<file path="config.mk">
export PLATFORM = sky130hd
export DESIGN_NAME = ram_port_arbiter
export DESIGN_NICKNAME = d
export VERILOG_FILES = /design/src/rtl/ram_port_arbiter.sv
export SDC_FILE = /design/constraint.sdc
export NUM_CORES = 1
export LEC_CHECK = 0
export ABC_CLOCK_PERIOD_IN_PS = 1900
export BUFFER_PORTS_ARGS = -buffer_cell sky130_fd_sc_hd__clkbuf_2
export CAP_MARGIN = 20
export CORE_MARGIN = 10
export CORE_UTILIZATION = 31
export DETAILED_ROUTE_END_ITERATION = 8
export PLACE_DENSITY = 0.65
export SKIP_CTS_REPAIR_TIMING = 1
export SLEW_MARGIN = 20
export SYNTH_ARGS = -nofsm -noshare
export SYNTH_HDL_FRONTEND = slang
export SYNTH_SLANG_ARGS = --single-unit
export TNS_END_PERCENT = 10
</file>
<file path="constraint.sdc">
create_clock -name clk -period 1.9 [get_ports clk]
set_clock_uncertainty 0.15 [all_clocks]
set_input_delay 0.57 -clock clk [delete_from_list [all_inputs] [get_ports clk]]
set_output_delay 0.57 -clock clk [all_outputs]
set_load 0.02 [all_outputs]
</file>
<file path="src/rtl/ram_port_arbiter.sv">
// Round-robin arbiter/sequencer sharing one RAM port among NREQ requesters.
// Each access takes a GRANT cycle (RAM port driven) then a RESP cycle (read data / write ack).
module ram_port_arbiter #(
  parameter int NREQ = 4,
  parameter int AW   = 6,
  parameter int DW   = 8,
  localparam int IW  = (NREQ > 1) ? $clog2(NREQ) : 1
) (
  input  logic               clk,
  input  logic               rst,
  input  logic [NREQ-1:0]    req,
  input  logic [NREQ-1:0]    we_in,
  input  logic [NREQ*AW-1:0] addr_in,
  input  logic [NREQ*DW-1:0] wdata_in,
  output logic [NREQ-1:0]    gnt,
  output logic               ram_we,
  output logic [AW-1:0]      ram_addr,
  output logic [DW-1:0]      ram_data,
  input  logic [DW-1:0]      ram_q,
  output logic [DW-1:0]      rd_data,
  output logic               rd_valid,
  output logic               wr_done,
  output logic [IW-1:0]      resp_id,
  output logic [1:0]         dbg_state
);

  // Handshake: a requester holds req/we_in/addr_in/wdata_in stable until its
  // one-cycle gnt pulse; requests are sampled only in IDLE and RESP, and the
  // winner's fields are latched at that edge, so later input changes are ignored.
  typedef enum logic [1:0] {
    IDLE  = 2'd0,
    GRANT = 2'd1,
    RESP  = 2'd2
  } state_t;

  state_t          state_q, state_d;
  logic [IW-1:0]   ptr;
  logic [IW-1:0]   cur_id;
  logic            lat_we;
  logic [AW-1:0]   lat_addr;
  logic [DW-1:0]   lat_wdata;
  logic            found;
  logic [IW-1:0]   win;
  logic            take;

  // First set req bit at or after ptr, wrapping around.
  always_comb begin
    found = 1'b0;
    win   = '0;
    for (int k = 0; k < NREQ; k++) begin
      int idx;
      idx = int'(ptr) + k;
      if (idx >= NREQ) idx = idx - NREQ;
      if (!found && req[idx]) begin
        found = 1'b1;
        win   = IW'(idx);
      end
    end
  end

  always_comb begin
    state_d = state_q;
    take    = 1'b0;
    case (state_q)
      IDLE: begin
        if (found) begin
          take    = 1'b1;
          state_d = GRANT;
        end
      end
      GRANT: state_d = RESP;
      RESP: begin
        if (found) begin
          take    = 1'b1;
          state_d = GRANT;
        end else begin
          state_d = IDLE;
        end
      end
      default: state_d = IDLE;
    endcase
  end

  always_ff @(posedge clk or posedge rst) begin
    if (rst) begin
      state_q   <= IDLE;
      ptr       <= '0;
      cur_id    <= '0;
      lat_we    <= 1'b0;
      lat_addr  <= '0;
      lat_wdata <= '0;
      rd_data   <= '0;
      resp_id   <= '0;
    end else begin
      state_q <= state_d;
      if (take) begin
        cur_id    <= win;
        lat_we    <= we_in[win];
        lat_addr  <= addr_in[win*AW +: AW];
        lat_wdata <= wdata_in[win*DW +: DW];
      end
      if (state_q == GRANT) begin
        ptr     <= (cur_id == IW'(NREQ - 1)) ? '0 : cur_id + IW'(1);
        resp_id <= cur_id;
        if (!lat_we) rd_data <= ram_q;
      end
    end
  end

  // Latched fields only change on the edge into GRANT, so the port holds otherwise.
  assign ram_addr  = lat_addr;
  assign ram_data  = lat_wdata;
  assign ram_we    = (state_q == GRANT) && lat_we;
  assign rd_valid  = (state_q == RESP) && !lat_we;
  assign wr_done   = (state_q == RESP) && lat_we;
  assign dbg_state = state_q;

  always_comb begin
    gnt = '0;
    if (state_q == GRANT) gnt[cur_id] = 1'b1;
  end

endmodule

</file>
### After elaboration in Yosys (flattened, before gate mapping)

Cells that the tools add are included.

| word-level totals | value |
|---|---|
| register bits after elaboration | 31 |
| latch bits | 0 |
| RAM bits | 0 |
| bits in read-only memories | 0 |
| bits of input ports | 74 |
| output and inout port bits | 33 |
| logic and storage cells | 84 |
| memories kept | 0 |

| operators by class | value |
|---|---|
| add/subtract/negate cells | 8 |
| $mul | 1 |
| div/mod/pow operators | 0 |
| order comparisons | 11 |
| equality and inequality tests | 4 |
| shift operators | 2 |
| mux-type cells | 35 |
| bitwise logic cells | 1 |
| reductions and logical operators | 14 |

Operators with widths:

| kind | count |
|---|---|
| 32-bit by 4-bit < comparator with 1-bit output (second input constant) | 4 |
| 32-bit two-way mux | 4 |
| 32-bit by 6-bit variable part select with 8-bit output | 1 |
| 24-bit by 6-bit variable part select with 6-bit output | 1 |
| 1-bit two-way mux | 17 |
| 2-bit two-way mux | 6 |
| 3-bit by 3-bit subtractor with 4-bit output (second input constant) | 3 |
| 1-bit binary-select mux with 2-bit select | 5 |
| 3-bit greater-or-equal comparator (second input constant) | 3 |
| 1-bit logical AND | 7 |
| 2-bit by 2-bit adder with 3-bit output (second input constant) | 2 |
| 2-bit by 3-bit < comparator with 1-bit output (second input constant) | 2 |
| 2-bit one-hot mux with 3 select lines | 1 |
| 2-bit == test (second input constant) | 2 |
| 1-bit zero test | 4 |
| 2-bit by 2-bit multiplier with 4-bit output (second input constant) | 1 |
| 4-bit two-way mux | 1 |
| 2-bit by 3-bit subtractor with 4-bit output (second input constant) | 1 |
| 2-bit by 1-bit adder with 3-bit output (second input constant) | 1 |
| 2-bit by 3-bit greater-or-equal comparator with 1-bit output (second input constant) | 1 |
| 2-bit by 1-bit adder with 2-bit output (second input constant) | 1 |
| 1-bit demux with 2-bit select | 1 |
| 2-bit by 1-bit == test with 1-bit output (second input constant) | 1 |
| 2-bit by 1-bit greater-or-equal comparator with 1-bit output (second input constant) | 1 |
| 5 further kinds | 5 |

### Longest topological paths before layout

| logic depth | value |
|---|---|
| depth in word-level cells | 17 |
| depth in mapped cells | 7 |

### Least setup slack after synthesis

No wires, ideal clock.

| timing | value |
|---|---|
| kind | input to register |
| start | input port req[1] |
| end | register lat_we |
| arrival | 1705 ps |
| data required time | 1618 ps |
| setup slack | -87 ps |
| stages | 5 |
| path buffers | 1 |
| path through | or3b_2 -> o221ai_1 -> buf_6 -> mux2i_1 -> o221ai_2 |

| between the ends | value |
|---|---|
| word-level cells in the longest chain between the ends | 15 |

Ends and longest elaborated chain:

| element | line | RTL |
|---|---|---|
| from (decl) | 11 | `input logic [NREQ-1:0] req,` |
| 1-bit binary-select mux with 2-bit select | 54 | `if (!found && req[idx]) begin` |
| 1-bit two-way mux (not written as such) (2 in series) | 54 |  |
| 1-bit two-way mux | 54 |  |
| 1-bit zero test | 54 |  |
| 1-bit logical AND | 54 |  |
| 1-bit two-way mux | 54 |  |
| 1-bit zero test | 54 |  |
| 1-bit logical AND | 54 |  |
| 1-bit two-way mux | 54 |  |
| 1-bit zero test | 54 |  |
| 1-bit logical AND | 54 |  |
| 2-bit two-way mux / 1-bit two-way mux (equally long branches) | 54 |  |
| 1-bit binary-select mux with 2-bit select / 1-bit two-way mux (equally long branches) | 98, 66, 73 |  |
| 1-bit two-way mux (on tied branches) | n/a |  |
| to (signal assigned) | 98 | `lat_we <= we_in[win];` |
| to (decl) | 39 | `logic lat_we;` |

Several ways; a longest one is shown, not always the timed one. The select of a mux whose other input is x is not followed.
A chain may end at the register's enable or synchronous reset.

### Worst setup path in the final report

| timing | value |
|---|---|
| start | register cur_id[0] |
| end | output port gnt[2] |

| between the ends | value |
|---|---|
| word-level cells in the longest chain between the ends | 5 |

Ends and longest elaborated chain:

| element | line | RTL |
|---|---|---|
| from (decl) | 38 | `logic [IW-1:0] cur_id;` |
| from (signal assigned) | 97 | `cur_id <= win;` |
| 2-bit by 3-bit < comparator with 1-bit output (not written as such) / 2-bit by 1-bit greater-or-equal comparator with 1-bit output (equally long branches) | 120 | `if (state_q == GRANT) gnt[cur_id] = 1'b1;` |
| 1-bit logical AND (not written as such) | 120 |  |
| 1-bit two-way mux (not written as such) | 120 |  |
| 1-bit demux with 2-bit select (*) | 120 |  |
| 4-bit two-way mux (*) | 120 |  |
| to (decl) | 15 | `output logic [NREQ-1:0] gnt,` |

Mark *: on every way between the ends. The rest lies on a longest branch, timed or not.

==> summary.txt <==
Outcome
  – Violated checks: setup timing
  – Status: finished, violations left

CTS
  – Root Buffer: clkbuf_8
  – CTS Sinks: 31
  – Max H-tree Level: 2
  – Num CTS Buffers: 5
  – CTS tree: built
  – Clock slew at reported path FFs: 0.06 ns
  – Worst-Skew Late Latency: 0.27 ns
  – Clock Tree Buf Depth: 2

Synthesis
  – Synth async-reset ratio: 100%
  – Post-synth top cells: dfrtp_1, mux2i_1, nand2_1, o221ai_1, mux2_2
  – Mapped Cells: 156
  – Register bit total from synthesis: 31
  – EDFF count, synth: 0
  – Share of the synthesized area in the top cell type: 44.3%
  – Synthesized area per cell: 11.2 um^2
  – Synth warnings: 0
  – Synth top area cells: dfrtp_1, mux2i_1, o221ai_1
  – Yosys cell types: 27
  – Syn_nets: 234
  – Largest area contributor in the netlist: dfrtp_1
  – Synth Cell Area: 1750 um^2
  – Post-synthesis sequential area ratio: 44.3%
  – Top_reg_cell synth: dfrtp_1

Global route
  – Number of global-route vias before repair: 1774
  – Total Routing Usage GR: 11.2%
  – Initial antenna violation count: 0
  – Largest net degree at the start of global routing: 32
  – First-pass GRT wire length: 8180 um
  – Congestion Overflow GR: 0

STA
  – RSZ-0062 raised after global routing: yes
  – Fmax: 514 MHz
  – Worst-margin pin slew: 0.512 ns
  – Max-slew headroom: 65.7%
  – Crit path time final: 1.94 ns
  – Tcrit/Tclk final: 102%
  – Final WS setup: -0.0443 ns
  – Final setup fails: 7
  – Hold Violations, Final: 0
  – Fin. max-slew vios: 0

Route
  – Drt first-iter violations: 35
  – DRT Pass-1 Iters: 4
  – DRT antenna net count: 0
  – Wire per inst: 16.1 um
  – Post-route DRC violation count: 0
  – Vias: 1656
  – Routed Wire Length: 5700 um
  – Detail-routed via count per cell: 4.68

Worst setup path
  – WS Path Type: reg2out
  – Worst EP arrival: 1.22 ns
  – Worst Path Required: 1.18 ns
  – CP max-delay cell: dfrtp_2
  – Critical-path cell list: inv_4 > ha_4 > and2_4 > buf_6
  – Max stage delay on crit path: 0.47 ns
  – Worst-path fanout max: 5
  – Startpoint Class: register
  – Worst Setup End Kind: primary output

Final layout
  – Area growth from synthesis to layout: 60.7%
  – Non-Filler Instances: 354
  – Fin nets: 361
  – Number of inserted diodes: 0
  – Share of layout cells above drive strength 1: 60.3%
  – Fill count: 525

Placed design
  – Buffers on Ports: 106
  – HPWL after detailed placement: 4310 um
  – Placed Cells: 337
  – Pre-CTS setup slack: -0.300 ns
  – Routability Congestion: 0.739

Floorplan
  – Die area: 9050 um^2
  – Core area: 5510 um^2
  – Die X: 95.1 um
  – Io pins: 107
  – Starting Density: 31.8%
  – FP Rows: 27
  – Die H: 95.1 um

Power and ir drop
  – Maximum vdd drop: 0.000572 V
  – Overall Power: 0.00409 W
  – P_leak: 1.46 nW
  – P per Cell Area: 1460 nW/um^2

Run
  – Max cap viols: 0

Worst hold path
  – Worst Hold Class: in2async
[sequential cells by signal, indices dropped and copies added, names as in the netlist]
signal	cells
resp_id	2
lat_we	1
rd_data	8
dbg_state	2
ram_addr	6
ram_data	8
cur_id	2
ptr	2
[cell usage in the layout, fill, tap and decap left out, types with 4 or more instances in the layout]
master / n
ha_4: 4
dfrtp_1: 27
o21ai_0: 4
o221ai_1: 9
mux2i_1: 29
buf_12: 4
nand2_1: 24
o221ai_2: 6
dfrtp_2: 4
clkbuf_2: 100
buf_4: 18
clkbuf_8: 5
inv_1: 4
mux2_2: 8
[area by class of cell]
class	instances	area [um^2]	share of cell area, %
Multi-Input combinational cell	109	1000	35.7
Sequential cell	31	781	27.8
Tap cell	72	90.1	3.21
Timing Repair Buffer	129	830	29.5
Clock buffer	6	72.6	2.58
Inverter	7	33.8	1.20
[worst max-delay path: cells and delay by family (launching register included)]
kind,cells,cell delay (ns)
flops,1,0.47
buf+inv,2,0.20
fa+ha+maj,1,0.16
simple gates,1,0.13
[layer usage]
metal | global-route usage (%) | vias to the layer above | part of all wire, %
met2 | 19.4 | 53 | 51
met3 | 4.95 | 4 | 8.6
met1 | 12.2 | 779 | 40
met4 | 2.99 | 0 | 0.44
met5 | 0 | - | 0
li1 | - | 820 | -
[per-stage QoR]
| step | util, % | TNS [ns] | area [um^2] | hold WS (ns) |
|---|---|---|---|---|
| after CTS | 45.8 | -0.800 | 2520 | 0.213 |
| after global placement | 44.4 | -2.73 | 2450 | 0.314 |
| after floorplan | - | -0.0190 | 1780 | 0.358 |
| final | 51.0 | -0.168 | 2810 | 0.197 |
| after detailed placement | 44.4 | -3.74 | 2450 | 0.327 |
| after global routing | 51.0 | -0.832 | 2810 | 0.239 |
[logic make-up (layout without fill, tap and decap cells)]
group           count (synthesis)  count (layout)  share of synthesized area [%]
compound gates                 27              27                           13.6
simple gates                   39              39                           10.6
mux                            39              39                           22.9
fa+ha+maj                       4               4                           2.86
flops                          31              31                           44.3
buf+inv                        16             142                           5.72
[worst paths after layout]
path | from | to | slack [ns] | depth (start not counted)
setup / recovery | cur_id[0]$_DFFE_PP0P_ | gnt[2] | -0.04 | 4
max in group asynchronous | rst | cur_id[1]$_DFFE_PP0P_ | 1.08 | 3
hold / removal | rst | rd_data[4]$_DFFE_PP0P_ | 0.20 | 3
min in group clk | resp_id[0]$_DFFE_PP0P_ | resp_id[0]$_DFFE_PP0P_ | 0.34 | 2
hold reg to reg | resp_id[0]$_DFFE_PP0P_ | resp_id[0]$_DFFE_PP0P_ | 0.34 | 2
setup reg to reg | ptr[1]$_DFFE_PP0P_ | ram_addr[1]$_DFFE_PP0P_ | -0.01 | 7
[power breakdown]
group          switching [W]  internal [W]  total (W)  leakage [nW]
combinational        0.00123       0.00117    0.00240          1.06
clock               0.000218      0.000244   0.000461        0.0371
sequential          0.000253      0.000983    0.00124         0.372
Power figures use the tool's default switching activity.
